--- src/rtl/mem_arbiter_if.sv ---
// mem_arbiter_if: CPU fetch/LSU and memory-side signals of the memory arbiter
interface mem_arbiter_if;
    logic        if_req;
    logic [31:0] if_addr;
    logic        if_valid;
    logic [31:0] if_rdata;
    logic        d_read_en;
    logic        d_write_en;
    logic [31:0] d_addr;
    logic [1:0]  d_size;
    logic [31:0] d_wdata;
    logic        d_valid;
    logic [31:0] d_rdata;
    logic        d_err;
    logic        stall;
    logic        mem_req;
    logic        mem_we;
    logic [31:0] mem_addr;
    logic [3:0]  mem_be;
    logic [31:0] mem_wdata;
    logic        mem_ready;
    logic [31:0] mem_rdata;
    modport master (
        input  if_req, if_addr, d_read_en, d_write_en, d_addr, d_size, d_wdata, mem_ready, mem_rdata,
        output if_valid, if_rdata, d_valid, d_rdata, d_err, stall, mem_req, mem_we, mem_addr, mem_be, mem_wdata
    );
    modport slave (
        output if_req, if_addr, d_read_en, d_write_en, d_addr, d_size, d_wdata, mem_ready, mem_rdata,
        input  if_valid, if_rdata, d_valid, d_rdata, d_err, stall, mem_req, mem_we, mem_addr, mem_be, mem_wdata
    );
endinterface

--- src/rtl/mem_arbiter.sv ---
// mem_arbiter: single-port memory arbiter between instruction fetch and LSU, data first
module mem_arbiter (
    input logic           clk,
    input logic           rst,
    mem_arbiter_if.master bus
);
    typedef enum logic [2:0] {IDLE, DATA, FETCH, RESP_D, RESP_F} state_t;
    state_t      state_q, state_d;
    logic        mem_req_q, mem_req_d, mem_we_q, mem_we_d;
    logic [31:0] mem_addr_q, mem_addr_d, mem_wdata_q, mem_wdata_d;
    logic [3:0]  mem_be_q, mem_be_d;
    logic        if_valid_q, if_valid_d, d_valid_q, d_valid_d, d_err_q, d_err_d;
    logic [31:0] if_rdata_q, if_rdata_d, d_rdata_q, d_rdata_d;
    logic        d_done_q, d_done_d, f_done_q, f_done_d;
    logic [1:0]  off_q, off_d, size_q, size_d;
    logic        d_req_any, d_pend, f_pend, misaligned, stall;
    logic [3:0]  be;
    logic [31:0] wdata, rdata_al;
    // request decode, lane steering and pipeline hold
    always_comb begin
        d_req_any  = bus.d_read_en | bus.d_write_en;
        stall      = (d_req_any & !d_done_q & !d_valid_q) | (bus.if_req & !f_done_q & !if_valid_q);
        d_pend     = d_req_any & !d_done_q;
        f_pend     = bus.if_req & !f_done_q;
        misaligned = (bus.d_size == 2'b01 & bus.d_addr[0]) | (bus.d_size[1] & |bus.d_addr[1:0]);
        be         = bus.d_size == 2'b00 ? 4'b0001 << bus.d_addr[1:0] :
                     bus.d_size == 2'b01 ? 4'b0011 << {bus.d_addr[1], 1'b0} : 4'b1111;
        wdata      = bus.d_size == 2'b00 ? {4{bus.d_wdata[7:0]}} :
                     bus.d_size == 2'b01 ? {2{bus.d_wdata[15:0]}} : bus.d_wdata;
        rdata_al   = size_q == 2'b00 ? 32'(bus.mem_rdata[{off_q, 3'b000} +: 8]) :
                     size_q == 2'b01 ? 32'(bus.mem_rdata[{off_q[1], 4'b0000} +: 16]) : bus.mem_rdata;
    end
    // next-state and registered-output computation
    always_comb begin
        state_d     = state_q;
        mem_req_d   = mem_req_q;
        mem_we_d    = mem_we_q;
        mem_addr_d  = mem_addr_q;
        mem_be_d    = mem_be_q;
        mem_wdata_d = mem_wdata_q;
        if_rdata_d  = if_rdata_q;
        d_rdata_d   = d_rdata_q;
        off_d       = off_q;
        size_d      = size_q;
        if_valid_d  = 1'b0;
        d_valid_d   = 1'b0;
        d_err_d     = 1'b0;
        d_done_d    = stall ? (d_done_q | d_valid_q) : 1'b0;
        f_done_d    = stall ? (f_done_q | if_valid_q) : 1'b0;
        case (state_q)
            IDLE: begin
                if (d_pend && misaligned) begin
                    state_d   = RESP_D;
                    d_valid_d = 1'b1;
                    d_err_d   = 1'b1;
                    d_rdata_d = '0;
                end else if (d_pend) begin
                    state_d     = DATA;
                    mem_req_d   = 1'b1;
                    mem_we_d    = bus.d_write_en;
                    mem_addr_d  = bus.d_addr & 32'hFFFF_FFFC;
                    mem_be_d    = be;
                    mem_wdata_d = wdata;
                    off_d       = bus.d_addr[1:0];
                    size_d      = bus.d_size;
                end else if (f_pend) begin
                    state_d    = FETCH;
                    mem_req_d  = 1'b1;
                    mem_we_d   = 1'b0;
                    mem_addr_d = bus.if_addr & 32'hFFFF_FFFC;
                    mem_be_d   = 4'b1111;
                end
            end
            DATA: begin
                if (bus.mem_ready) begin
                    state_d   = RESP_D;
                    mem_req_d = 1'b0;
                    mem_we_d  = 1'b0;
                    d_valid_d = 1'b1;
                    d_rdata_d = rdata_al;
                end
            end
            FETCH: begin
                if (bus.mem_ready) begin
                    state_d    = RESP_F;
                    mem_req_d  = 1'b0;
                    if_valid_d = 1'b1;
                    if_rdata_d = bus.mem_rdata;
                end
            end
            default: state_d = IDLE;
        endcase
    end
    // state and output registers
    always_ff @(posedge clk) begin
        if (rst) begin
            state_q     <= IDLE;
            mem_req_q   <= 1'b0;
            mem_we_q    <= 1'b0;
            mem_addr_q  <= '0;
            mem_be_q    <= '0;
            mem_wdata_q <= '0;
            if_valid_q  <= 1'b0;
            d_valid_q   <= 1'b0;
            d_err_q     <= 1'b0;
            if_rdata_q  <= '0;
            d_rdata_q   <= '0;
            d_done_q    <= 1'b0;
            f_done_q    <= 1'b0;
            off_q       <= '0;
            size_q      <= '0;
        end else begin
            state_q     <= state_d;
            mem_req_q   <= mem_req_d;
            mem_we_q    <= mem_we_d;
            mem_addr_q  <= mem_addr_d;
            mem_be_q    <= mem_be_d;
            mem_wdata_q <= mem_wdata_d;
            if_valid_q  <= if_valid_d;
            d_valid_q   <= d_valid_d;
            d_err_q     <= d_err_d;
            if_rdata_q  <= if_rdata_d;
            d_rdata_q   <= d_rdata_d;
            d_done_q    <= d_done_d;
            f_done_q    <= f_done_d;
            off_q       <= off_d;
            size_q      <= size_d;
        end
    end
    assign bus.stall     = stall;
    assign bus.mem_req   = mem_req_q;
    assign bus.mem_we    = mem_we_q;
    assign bus.mem_addr  = mem_addr_q;
    assign bus.mem_be    = mem_be_q;
    assign bus.mem_wdata = mem_wdata_q;
    assign bus.if_valid  = if_valid_q;
    assign bus.if_rdata  = if_rdata_q;
    assign bus.d_valid   = d_valid_q;
    assign bus.d_err     = d_err_q;
    assign bus.d_rdata   = d_rdata_q;
endmodule

--- src/flat_wrapper.sv ---
// flat-port wrapper written by rule: the top's interface ports become plain ports
module mem_arbiter_flat 
  (clk, rst, bus_if_req, bus_if_addr, bus_d_read_en, bus_d_write_en, bus_d_addr, bus_d_size, bus_d_wdata, bus_mem_ready, bus_mem_rdata, bus_if_valid, bus_if_rdata, bus_d_valid, bus_d_rdata, bus_d_err, bus_stall, bus_mem_req, bus_mem_we, bus_mem_addr, bus_mem_be, bus_mem_wdata);
  mem_arbiter_if bus_i ();
  input logic clk;
  input logic rst;
  input wire logic [$bits(bus_i.if_req)-1:0] bus_if_req;
  input wire logic [$bits(bus_i.if_addr)-1:0] bus_if_addr;
  input wire logic [$bits(bus_i.d_read_en)-1:0] bus_d_read_en;
  input wire logic [$bits(bus_i.d_write_en)-1:0] bus_d_write_en;
  input wire logic [$bits(bus_i.d_addr)-1:0] bus_d_addr;
  input wire logic [$bits(bus_i.d_size)-1:0] bus_d_size;
  input wire logic [$bits(bus_i.d_wdata)-1:0] bus_d_wdata;
  input wire logic [$bits(bus_i.mem_ready)-1:0] bus_mem_ready;
  input wire logic [$bits(bus_i.mem_rdata)-1:0] bus_mem_rdata;
  output wire logic [$bits(bus_i.if_valid)-1:0] bus_if_valid;
  output wire logic [$bits(bus_i.if_rdata)-1:0] bus_if_rdata;
  output wire logic [$bits(bus_i.d_valid)-1:0] bus_d_valid;
  output wire logic [$bits(bus_i.d_rdata)-1:0] bus_d_rdata;
  output wire logic [$bits(bus_i.d_err)-1:0] bus_d_err;
  output wire logic [$bits(bus_i.stall)-1:0] bus_stall;
  output wire logic [$bits(bus_i.mem_req)-1:0] bus_mem_req;
  output wire logic [$bits(bus_i.mem_we)-1:0] bus_mem_we;
  output wire logic [$bits(bus_i.mem_addr)-1:0] bus_mem_addr;
  output wire logic [$bits(bus_i.mem_be)-1:0] bus_mem_be;
  output wire logic [$bits(bus_i.mem_wdata)-1:0] bus_mem_wdata;
  assign bus_i.if_req = bus_if_req;
  assign bus_i.if_addr = bus_if_addr;
  assign bus_i.d_read_en = bus_d_read_en;
  assign bus_i.d_write_en = bus_d_write_en;
  assign bus_i.d_addr = bus_d_addr;
  assign bus_i.d_size = bus_d_size;
  assign bus_i.d_wdata = bus_d_wdata;
  assign bus_i.mem_ready = bus_mem_ready;
  assign bus_i.mem_rdata = bus_mem_rdata;
  assign bus_if_valid = bus_i.if_valid;
  assign bus_if_rdata = bus_i.if_rdata;
  assign bus_d_valid = bus_i.d_valid;
  assign bus_d_rdata = bus_i.d_rdata;
  assign bus_d_err = bus_i.d_err;
  assign bus_stall = bus_i.stall;
  assign bus_mem_req = bus_i.mem_req;
  assign bus_mem_we = bus_i.mem_we;
  assign bus_mem_addr = bus_i.mem_addr;
  assign bus_mem_be = bus_i.mem_be;
  assign bus_mem_wdata = bus_i.mem_wdata;
  mem_arbiter u_core (.clk(clk), .rst(rst), .bus(bus_i));
endmodule
--- config.mk ---
export PLATFORM = sky130hd
export DESIGN_NAME = mem_arbiter_flat
export DESIGN_NICKNAME = d
export VERILOG_FILES = /design/src/rtl/mem_arbiter_if.sv /design/src/rtl/mem_arbiter.sv /design/src/flat_wrapper.sv
export SDC_FILE = /design/constraint.sdc
export NUM_CORES = 1
export LEC_CHECK = 0
export BUFFER_PORTS_ARGS = -buffer_cell sky130_fd_sc_hd__buf_2
export CAP_MARGIN = 20
export CORE_MARGIN = 2
export CORE_UTILIZATION = 51
export DETAILED_ROUTE_END_ITERATION = 10
export PLACE_DENSITY = 0.93
export SLEW_MARGIN = 10
export SYNTH_ARGS = -nofsm -noshare
export SYNTH_HDL_FRONTEND = slang
export SYNTH_SLANG_ARGS = --single-unit
--- constraint.sdc ---
create_clock -name clk -period 3.64 [get_ports clk]
set_input_delay 0.728 -clock clk [delete_from_list [all_inputs] [get_ports clk]]
set_output_delay 0.728 -clock clk [all_outputs]
set_load 0.02 [all_outputs]
==> results.sh <==
export IMPL_outcome="complete, no violations"
export IMPL_synth_xor_area_frac=0.00141
export IMPL_synthesis_area_mm2=0.00623
export IMPL_rows=40
export IMPL_synth_edff_count=0
export IMPL_die_y_um=115
export IMPL_final_nets=1102
export IMPL_clock_skew_ps=5.85
export IMPL_whs_ps=452
export IMPL_core_area_mm2=0.0120
export IMPL_dp_slack_ps=881
export IMPL_p_comb_frac=0.207
export IMPL_finalMaxSlewViolations=0
export IMPL_yosys_warnings=0
export IMPL_cts_max_level=4
export IMPL_synthMuxAreaShare=0.101
export IMPL_tightestPinTransition_ps=1070
export IMPL_timing_rr_end="u_core.bus.d_rdata[12]"
export IMPL_start_kind="input port"
export IMPL_synth_adder_area_share=0
export IMPL_slew_limit_headroom=0.284
export IMPL_ys_ff_latch=144
export IMPL_stdcell_count=1126
export IMPL_io_pins=274
export IMPL_setup_slack_ps=1300
export IMPL_post_route_period_util=0.642
export IMPL_drcViolationCount=0
export IMPL_final_common_cell="buf_2"
export IMPL_area_growth_pct=30.6
export IMPL_port_buffers=269
export IMPL_synth_ff_type="dfxtp_1"
export IMPL_critPathMaxFanout=38
export IMPL_async_flop_share=0
export IMPL_syn_inst=734
export IMPL_swShare=0.303
export IMPL_grt_pass1_vias=5875
export IMPL_wl_per_cell_um=16.9
export IMPL_groute_usage_overall=0.288
export IMPL_critPathRequiredTime_ps=3920
export IMPL_vias=6294
export IMPL_power_internal_uw=3120
export IMPL_grt_first_pass_wirelength_mm=29.3
export IMPL_dpl_hpwl_mm=13.2
export IMPL_power_leakage_uw=0.00382
export IMPL_critPathArrivalTime_ps=2620
export IMPL_synth_cell_types=42
export IMPL_cts_setup_buffers=0
export IMPL_p_per_area_mw_per_mm2=550
export IMPL_numCtsBuffers=17
export IMPL_start_util=0.521
export IMPL_grt_max_degree=65
export IMPL_seq_area_frac_synth=0.463
export IMPL_clkLatencyLatePin_ps=420
export IMPL_wl_mm=19.1
export IMPL_overflow=0
export IMPL_hp_class="register to register"
export IMPL_antenna_found_initial=0
export IMPL_diodes=0
export IMPL_end_kind="register"
export IMPL_maxCapViolCount=0
export IMPL_drtAntennaViolNets=0
export IMPL_cts_sinks=144
export IMPL_layout_drive_gt1_share=0.338
export IMPL_synth_avg_cell_area_um2=8.49
export IMPL_rsz0062_at_grt="false"
export IMPL_fmax_mhz=428
export IMPL_endpoint="u_core.bus.mem_be[0]"
export IMPL_hold_viol=0
export IMPL_first_iter_violations=565
export IMPL_dieArea_mm2=0.0131
export IMPL_r2r_setup_slack_ps=1330
export IMPL_via_per_inst=5.59
export IMPL_die_x_um=115
export IMPL_synth_top_family_by_area="compound AO/OA/AOI/OAI gates"
export IMPL_clk_path_buf_depth=2
export IMPL_synth_simple_gate_area_frac=0.179
export IMPL_setup_tns_ps=0
export IMPL_first_pass_iters=6
export IMPL_crit_start="bus_d_size[1]"
export IMPL_seq_power_share=0.400
export IMPL_crit_type="input port to register"
export IMPL_cts_resized=0
export IMPL_p_sw_uw=1360
export IMPL_worst_ir_drop_vdd_v=0.000309
export IMPL_synth_compound_area_frac=0.203
export IMPL_dp_cells=1094
export IMPL_postCtsHoldBufs=0
export IMPL_final_cell_mix="268 x buf_2, 190 x nand2_1, 144 x dfxtp_1, 97 x a21oi_1"
export IMPL_power_frac_clock=0.393
export IMPL_clk_pin_slew_ps=60
export IMPL_cts_root_buf="clkbuf_16"
export IMPL_cts_tree="built"
export IMPL_setup_viol=0
export IMPL_gp_congestion=0.875
export IMPL_worst_r2r_cell_count=4
export IMPL_worstReg2RegStart="u_core.off_q[1]"
export IMPL_fin_crit_ps=2340
layout make-up:
cell class                 count  area, um2
tap                          147        184
clock inverter                14        166
fill                         940       3820
clock buffer                  18        429
timing repair buffer         279       1420
inverter                       3       11.3
multi-input combinational    521       3040
sequential                   144       2880
stage by stage:
step           instance area, um2  total power, uW  utilization
2_1_floorplan                6230             2420            -
3_3_place_gp                 7540             2710        0.631
3_5_place_dp                 7540             2740        0.631
4_1_cts                      8140             4490        0.680
5_1_grt                      8140             4660        0.680
6_report                     8140             4470        0.680
state kept, by name, summed over array words and instances (netlist names), 2 cells and up:
signal and flops:
u_core.bus.d_rdata 32, u_core.bus.if_rdata 32, u_core.bus.mem_addr 30, u_core.bus.mem_be 4, u_core.bus.mem_wdata 32, u_core.off_q 2, u_core.size_q 2, u_core.state_q 3
synthesized netlist by cell type, drive strengths merged (2+ instances only):
master	count	area (um2)
a211oi	11	82.6
a21oi	98	494
a22o	17	149
a311oi	38	333
and2	3	18.8
and3	3	18.8
buf	28	165
clkbuf	39	146
dfxtp	144	2880
inv	3	11.3
mux2	5	56.3
mux2i	39	390
mux4	8	180
nand2	190	713
nand2b	10	62.6
nand3	3	15.0
nor2	39	146
nor2b	6	37.5
nor3	4	20.0
nor3b	2	15.0
nor4	2	27.5
o21a	4	30.0
o21ai	21	105
o21bai	2	15.0
o2bb2ai	3	26.3
or2	2	12.5
critical path, stage by stage:
cell	delay [ps]
buf_2	330
o21a_1	270
or4_1	900
nor3_1	310
nor3_1	80
metal layers:
| metal | GRT usage | vias up | wire length, um |
|---|---|---|---|
| met4 | 0.135 | 0 | 636 |
| li1 | - | 3028 | - |
| met3 | 0.0794 | 62 | 1350 |
| met1 | 0.337 | 2885 | 7590 |
| met2 | 0.487 | 319 | 9500 |
| met5 | 0 | - | 0 |
power by group through the flow:
| stage | registers (uW) | logic, uW | clock network [uW] |
|---|---|---|---|
| global placement | 1810 | 902 | 0 |
| detailed placement | 1820 | 921 | 0 |
| CTS | 1790 | 926 | 1770 |
| finish | 1790 | 926 | 1760 |
| floorplan | 1960 | 465 | 0 |
| global route | 1800 | 1010 | 1850 |
kinds of logic after synthesis:
logic type / Yosys count
AOI/OAI and AO/OA: 198
xor gates and xnor gates: 1
buffers and inverters: 70
DFF: 144
muxes: 52
other: 1
and+or+nand+nor: 268
worst min-delay path by stage:
stage                             from                 endpoint  cells after the start  slack (ps)
3_3_place_gp   u_core.bus.if_rdata[10]  u_core.bus.if_rdata[10]                      2         440
5_1_grt        u_core.bus.if_rdata[18]  u_core.bus.if_rdata[18]                      2         470
3_5_place_dp   u_core.bus.mem_wdata[6]  u_core.bus.mem_wdata[6]                      2         440
2_1_floorplan         u_core.size_q[0]         u_core.size_q[0]                      2         440
6_report       u_core.bus.if_rdata[31]  u_core.bus.if_rdata[31]                      2         450
4_1_cts        u_core.bus.mem_wdata[1]  u_core.bus.mem_wdata[1]                      2         450
(Power assumes the default switching activity.)
